$ cat config.mk
export PLATFORM = sky130hd
export DESIGN_NAME = legv8_multicycle_ctrl
export DESIGN_NICKNAME = d
export VERILOG_FILES = /design/src/rtl/legv8_multicycle_ctrl.sv
export SDC_FILE = /design/constraint.sdc
export NUM_CORES = 1
export LEC_CHECK = 0
export CAP_MARGIN = 20
export CORE_MARGIN = 3
export CORE_UTILIZATION = 40
export DETAILED_ROUTE_END_ITERATION = 8
export PLACE_DENSITY = 0.77
export SKIP_CTS_REPAIR_TIMING = 1
export SYNTH_ARGS = -nofsm -noshare
export SYNTH_HDL_FRONTEND = slang
export SYNTH_SLANG_ARGS = --single-unit
export TNS_END_PERCENT = 50
$ cat constraint.sdc
create_clock -name clk -period 1.85 [get_ports clk]
set_input_delay 0.37 -clock clk [delete_from_list [all_inputs] [get_ports clk]]
set_output_delay 0.37 -clock clk [all_outputs]
set_load 0.01 [all_outputs]
$ cat src/rtl/legv8_multicycle_ctrl.sv
// Multicycle LEGv8 sequencer: accepts one instruction over valid/ready and
// walks it through DECODE/EXEC/MEM/WB/BR. It drives the register addresses,
// ALU control and memory strobes, and counts retired instructions.
module legv8_multicycle_ctrl #(
    parameter int CNT_WIDTH = 16
) (
    input  logic                 clk,
    input  logic                 reset,
    input  logic                 instr_valid,
    input  logic [31:0]          instr,
    output logic                 instr_ready,
    input  logic                 Zero,
    output logic [4:0]           rd_addr_1,
    output logic [4:0]           rd_addr_2,
    output logic [4:0]           wr_addr,
    output logic [8:0]           displacement,
    output logic [10:0]          Opcode_field,
    output logic [1:0]           ALUOp,
    output logic                 ALUSrc,
    output logic                 RegWrite,
    output logic                 MemWrite,
    output logic                 MemRead,
    output logic                 MemtoReg,
    output logic                 done,
    output logic                 branch_taken,
    output logic                 illegal,
    output logic [CNT_WIDTH-1:0] retired_cnt
);

    typedef enum logic [2:0] {
        S_IDLE, S_DECODE, S_EXEC, S_MEM, S_WB, S_BR
    } state_t;

    localparam logic [10:0] OP_ADD  = 11'b10001011000;
    localparam logic [10:0] OP_SUB  = 11'b11001011000;
    localparam logic [10:0] OP_AND  = 11'b10001010000;
    localparam logic [10:0] OP_ORR  = 11'b10101010000;
    localparam logic [10:0] OP_LDUR = 11'b11111000010;
    localparam logic [10:0] OP_STUR = 11'b11111000000;
    localparam logic [7:0]  OP_CBZ  = 8'b10110100;
    localparam logic [CNT_WIDTH-1:0] CNT_ONE = {{(CNT_WIDTH-1){1'b0}}, 1'b1};

    state_t               state_q, state_d;
    logic [31:0]          ir_q, ir_d;
    logic                 zero_q, zero_d;
    logic [CNT_WIDTH-1:0] cnt_q, cnt_d;

    logic is_r, is_ldur, is_stur, is_cbz, is_legal, busy;
    logic unused_bits;

    // The shift-amount field is not used by any supported instruction.
    assign unused_bits = ^ir_q[15:10];

    // Opcode classification of the held instruction.
    always_comb begin
        is_r     = (ir_q[31:21] == OP_ADD) || (ir_q[31:21] == OP_SUB) ||
                   (ir_q[31:21] == OP_AND) || (ir_q[31:21] == OP_ORR);
        is_ldur  = (ir_q[31:21] == OP_LDUR);
        is_stur  = (ir_q[31:21] == OP_STUR);
        is_cbz   = (ir_q[31:24] == OP_CBZ);
        is_legal = is_r || is_ldur || is_stur || is_cbz;
        busy     = (state_q != S_IDLE);
    end

    // Next-state logic and all outputs; outputs depend only on registered state.
    always_comb begin
        state_d      = state_q;
        ir_d         = ir_q;
        zero_d       = zero_q;
        cnt_d        = cnt_q;
        instr_ready  = 1'b0;
        RegWrite     = 1'b0;
        MemWrite     = 1'b0;
        MemRead      = 1'b0;
        MemtoReg     = 1'b0;
        done         = 1'b0;
        illegal      = 1'b0;
        branch_taken = 1'b0;

        // Datapath fields are held steady from ir for the whole instruction.
        rd_addr_1    = busy ? ir_q[9:5] : 5'd0;
        rd_addr_2    = !busy ? 5'd0 : ((is_stur || is_cbz) ? ir_q[4:0] : ir_q[20:16]);
        wr_addr      = busy ? ir_q[4:0] : 5'd0;
        displacement = busy ? ir_q[20:12] : 9'd0;
        Opcode_field = busy ? ir_q[31:21] : 11'd0;
        ALUOp        = !busy ? 2'b00 : (is_cbz ? 2'b01 : (is_r ? 2'b10 : 2'b00));
        ALUSrc       = busy && (is_ldur || is_stur);

        case (state_q)
            S_IDLE: begin
                instr_ready = 1'b1;
                if (instr_valid) begin
                    ir_d    = instr;
                    state_d = S_DECODE;
                end
            end
            S_DECODE: begin
                if (is_legal) begin
                    state_d = S_EXEC;
                end else begin
                    done    = 1'b1;
                    illegal = 1'b1;
                    state_d = S_IDLE;
                end
            end
            S_EXEC: begin
                if (is_cbz) begin
                    zero_d  = Zero;
                    state_d = S_BR;
                end else if (is_r) begin
                    state_d = S_WB;
                end else begin
                    state_d = S_MEM;
                end
            end
            S_MEM: begin
                if (is_ldur) begin
                    MemRead = 1'b1;
                    state_d = S_WB;
                end else begin
                    MemWrite = 1'b1;
                    done     = 1'b1;
                    state_d  = S_IDLE;
                end
            end
            S_WB: begin
                RegWrite = 1'b1;
                done     = 1'b1;
                MemRead  = is_ldur;
                MemtoReg = is_ldur;
                state_d  = S_IDLE;
            end
            S_BR: begin
                branch_taken = zero_q;
                done         = 1'b1;
                state_d      = S_IDLE;
            end
            default: state_d = S_IDLE;
        endcase

        if (done && !illegal) begin
            cnt_d = cnt_q + CNT_ONE;
        end
        retired_cnt = cnt_q;
    end

    // State, instruction, branch flag and retire counter registers.
    always_ff @(posedge clk or negedge reset) begin
        if (!reset) begin
            state_q <= S_IDLE;
            ir_q    <= 32'd0;
            zero_q  <= 1'b0;
            cnt_q   <= '0;
        end else begin
            state_q <= state_d;
            ir_q    <= ir_d;
            zero_q  <= zero_d;
            cnt_q   <= cnt_d;
        end
    end

endmodule
# [Word-level counts from Yosys, hierarchy flattened]
# Index checks and enable logic that the tools add are counted.
[word_totals] regBits=52 inputBits=36
[op_classes] addsub=1 n_eq_ne=13 mux=26 reduce_logical=16
[op_table] op="$eq A11 B11 Y1 const B" n=6
[op_table] op="$mux W5" n=4
[op_table] op="$add A16 B1 Y16 const B" n=1
[op_table] op="$mux W3" n=4
[op_table] op="$pmux W3 S4" n=1
[op_table] op="$mux W11" n=1
[op_table] op="$mux W1" n=9
[op_table] op="$mux W9" n=1
[op_table] op="$eq A8 B8 Y1 const B" n=1
[op_table] op="$logic_or A1 B1 Y1" n=8
[op_table] op="$mux W2" n=4
[op_table] op="$eq A3 B2 Y1 const B" n=2
[op_table] op="$eq A3 B3 Y1 const B" n=2
[op_table] op="$reduce_and A2 Y1" n=2
[op_table] op="$eq A3 B1 Y1 const B" n=1
[op_table] op="$logic_not A3 Y1" n=1
[op_table] op="$pmux W1 S3" n=1
[op_table] op="$reduce_bool A3 Y1" n=1
[op_table] op="$logic_and A1 B1 Y1" n=2
[op_table] op="$ne A2 B2 Y1 const B" n=1
[op_table] op="$pmux W1 S2" n=1
[op_table] op="$reduce_or A2 Y1" n=1
[op_table] op="$logic_not A1 Y1" n=1

# [Longest topological paths before layout]
[logic_depth] ltp_word=11 ltp_mapped=6 mapped_depth_nobuf=5

# [Worst setup path after synthesis]
# No wires, ideal clock.
[synth_timing] kind="register -> output" startpoint="reg state_q[0]" endpoint="out rd_addr_2[2]" arrival_ns=1.568 required_ns=1.480 path_slack_ns=-0.088 stages_incl_launch_ff=6 n_path_buf=2 path_cell_list="dfrtp_1 > buf_2 > or3_4 > clkbuf_1 > and2_1 > mux2_2"
[synth_via] elab_chain_cells=2
[synth_rtl] element="start, declared" line="43" source="state_t state_q, state_d;"
[synth_rtl] element="start signal, assigned" line="155" source="state_q <= state_d;"
[synth_rtl] element="$reduce_bool A3 Y1" line="62" source="busy = (state_q != S_IDLE);"
[synth_rtl] element="$mux W5" line="82" source="rd_addr_2 = !busy ? 5'd0 : ((is_stur || is_cbz) ? ir_q[4:0] : ir_q[20:16]);"
[synth_rtl] element="end, declared" line="14" source="output logic [4:0] rd_addr_2,"
# Every way passes these cells.

# [Worst setup path after layout]
[layout_timing] startpoint="reg ir_q[21]" endpoint="out done"
[layout_via] elab_chain_cells=9 elab_cells_between_ends=15 classes_between="6 x eq/ne; 3 x mux; 6 x reduce/logical"
[layout_rtl] element="start, declared" line="44" source="logic [31:0] ir_q, ir_d;"
[layout_rtl] element="start signal, assigned" line="156" source="ir_q <= ir_d;"
[layout_rtl] element="$eq A11 B11 Y1" line="56" source="is_r = (ir_q[31:21] == OP_ADD) || (ir_q[31:21] == OP_SUB) ||"
[layout_rtl] element="$logic_or A1 B1 Y1 (2 in a row)" line="56"
[layout_rtl] element="$logic_or A1 B1 Y1" line="57" source="(ir_q[31:21] == OP_AND) || (ir_q[31:21] == OP_ORR);"
[layout_rtl] element="$logic_or A1 B1 Y1 (3 in a row)" line="61" source="is_legal = is_r || is_ldur || is_stur || is_cbz;"
[layout_rtl] element="$mux W1" line="98" source="if (is_legal) begin"
[layout_rtl] element="$pmux W1 S3 *" line="89" source="case (state_q)"
[layout_rtl] element="end, declared" line="24" source="output logic done,"
# Every way passes the cells marked *; elsewhere a longest branch is shown, timed or not.

==> out/results.tsv <==
metric	value	unit
number of synthesized flops with an enable pin	0	
Worst Max-Slew Pin Slew	0.4455	ns
fin area	4083	µm²
ANT nets after route	0	
syn_nets	251	
vias in the first global route	2063	
sequential share of the synthesized area	48.95	%
GRT Total Usage	17.39	%
Root Buffer	clkbuf_8	
Mapped Area	2556	µm²
TritonCTS clock tree	yes	
largest net degree at the start of global routing	51	
initial core utilization	42.18	%
Clock Skew	0.004362	ns
status	finished with violations	
syn_area_per_cell	11.94	µm²
setup TNS	-10.58	ns
distinct cell type count after synthesis	41	
main area contributors after synthesis	dfrtp_1 49%, mux2_2 15%, and2_1 7.8%	
WP data required	1.48	ns
io pins	98	
Cell Area, Placed	3885	µm²
Pre-antenna DRT Iters	4	
Congestion Overflow GR	0	
ys async rst share	100.0	%
Setup crit end kind	primary output	
ratio of cells with drive above 1 in the final layout	47.62	%
chip width	85.94	µm
Synth top area share	48.95	%
Fmax	417.7	MHz
Worst Path Arrival	2.02	ns
Pwr Density	679.7	nW/µm²
Hold Vio Cnt, Final	0	
Worst setup startpoint	ir_q[21]$_DFFE_PN0P_	
CP max FO	3	
Max-cap violations	0	
Final period util	129.4	%
H-tree depth	2	
Syn Inst Count	214	
final wirelength	6.602	mm
worst reg2reg path depth	10	
R2R Path End	retired_cnt[5]$_DFFE_PN0P_	
pre-CTS setup slack	-0.4563	ns
Final WS setup	-0.5441	ns
later-pin clock latency in the skew report	0.30	ns
Hold WS	0.04736	ns
Setup Viol. Count Final	52	
Reg clk slew, reported paths	0.09	ns
Placed Cells	410	
CP Capture Point	done	
crit path kind	reg2out	
Final Non-Filler Cells	432	
R2R setup slack	-0.21	ns
DP Wirelength	4.806	mm
antenna cells	0	
total power	2.775	mW
Yosys Warn Count	0	
antenna violations before repair	0	
worst reg2reg path startpoint	ir_q[21]$_DFFE_PN0P_	
row cnt	28	
min-delay worst type	in2async	
Num CTS Buffers	5	
WL per Instance	15.28	µm
post-layout util	67.36	%
fin crit period	2.394	ns
Top FF cell, synth	dfrtp_1	
leakage	1.973	nW
DRC Markers	0	
Worst VDD drop	0.3840	mV
Detailed Route Iter0 Violations	104	
CTS Sinks	50	
vias after detailed routing	2134	
Seq cells post-synth	50	
CTS max path bufs	2	
Die H	85.94	µm
Die Footprint	7386	µm²
fin. max-slew vios	0	
Nets	394	
RSZ-0062 raised after global routing	true	
CP startpoint kind	register	
relative slew slack	70.30	%
Syn-to-layout area delta	59.72	%
IO Port Bufs	95	
first-pass GRT wire length	10.16	mm
Avg Vias per Cell	4.940	
RD Place Congestion	0.8503	
violations in the final reports	negative setup slack	
largest area contributor in the netlist	dfrtp_1	
area of the core	6061	µm²
[cells in the final DEF (no fill, tap or decap), types with 2 or more instances in the layout]
cell type,instances
a21oi_1,2
and2_1,12
and2_4,22
and3_1,4
and4_1,2
buf_12,3
buf_2,5
buf_4,36
buf_6,21
clkbuf_2,22
clkbuf_8,5
clkdlybuf4s50_1,49
dfrtp_1,50
dlymetal6s2s_1,4
inv_1,3
mux2_2,30
mux2_4,5
mux2i_1,2
nand2_1,11
nand2b_1,2
nand3_1,6
nand4_1,5
nor2_1,8
nor2_2,2
nor3_1,2
or3_4,2
xnor2_1,9
xor2_1,6
[worst min-delay path by stage]
stage	endpoint	slack [ns]	startpoint	depth (start not counted)
2_1_floorplan	ir_q[0]$_DFFE_PN0P_	0.07	reset	0
3_3_place_gp	retired_cnt[5]$_DFFE_PN0P_	0.38	reset	2
3_5_place_dp	retired_cnt[0]$_DFFE_PN0P_	0.40	reset	2
4_1_cts	ir_q[6]$_DFFE_PN0P_	0.07	reset	2
5_1_grt	ir_q[1]$_DFFE_PN0P_	0.07	reset	2
6_report	retired_cnt[3]$_DFFE_PN0P_	0.05	reset	2
[worst max-delay path: stages (launching register included)]
cell	delay (ns)
dfrtp_1	0.42
nor4b_4	0.31
buf_4	0.16
nand4_1	0.15
buf_4	0.20
buf_6	0.11
o21ai_2	0.14
nand2b_1	0.08
buf_2	0.14
[routing by layer]
metal / share of wire, % / GRT usage (%)
met1: 42 / 23.21
met2: 52 / 28.87
met3: 4.0 / 2.978
met4: 1.1 / 5.324
met5: 0 / 0
[power by group]
| part | internal [mW] | switching, mW | leakage, nW |
|---|---|---|---|
| clock network | 0.260 | 0.353 | 0.0373 |
| registers | 1.22 | 0.0831 | 0.627 |
| logic | 0.546 | 0.316 | 1.31 |
[kinds of logic (layout without fill, tap and decap cells)]
kind of cell | count (synthesis) | in the layout | share of synthesized area (%)
AND/OR/NAND/NOR | 89 | 90 | 22.47
flip-flops | 50 | 50 | 48.95
multiplexers | 38 | 38 | 16.64
XOR/XNOR | 15 | 15 | 5.140
buffers and inverters | 11 | 153 | 2.545
AO/OA/AOI/OAI | 10 | 10 | 3.769
adder cells (fa/ha/maj) | 1 | 1 | 0.4894
[final cells by class]
cell class	count	area, µm²
Multi-Input combinational cell	154	1360
Sequential cell	50	1251
Clock inverter	1	7.507
Inverter	4	15.01
Timing Repair Buffer	142	1282
Fill cell	467	1978
Tap cell	75	93.84
Clock buffer	6	72.57
[synthesized netlist by cell type (all sizes together) (2+ instances only)]
master and number:
and2 34, nand3 6, o21ai 3, and4bb 2, nor2 10, nor3 3
xnor2 9, clkbuf 3, dfrtp 50, mux2 36, nand2b 3, a21oi 3
buf 4, mux2i 2, and4 3, xor2 6, nand2 11, nand4 5
inv 4, and3 4
[flip-flops by register name (all words and copies together) (netlist names)]
name         count
ir_q            30
retired_cnt     16
state_q          3
zero_q           1
Note: power is estimated with default switching activity, not from simulation.
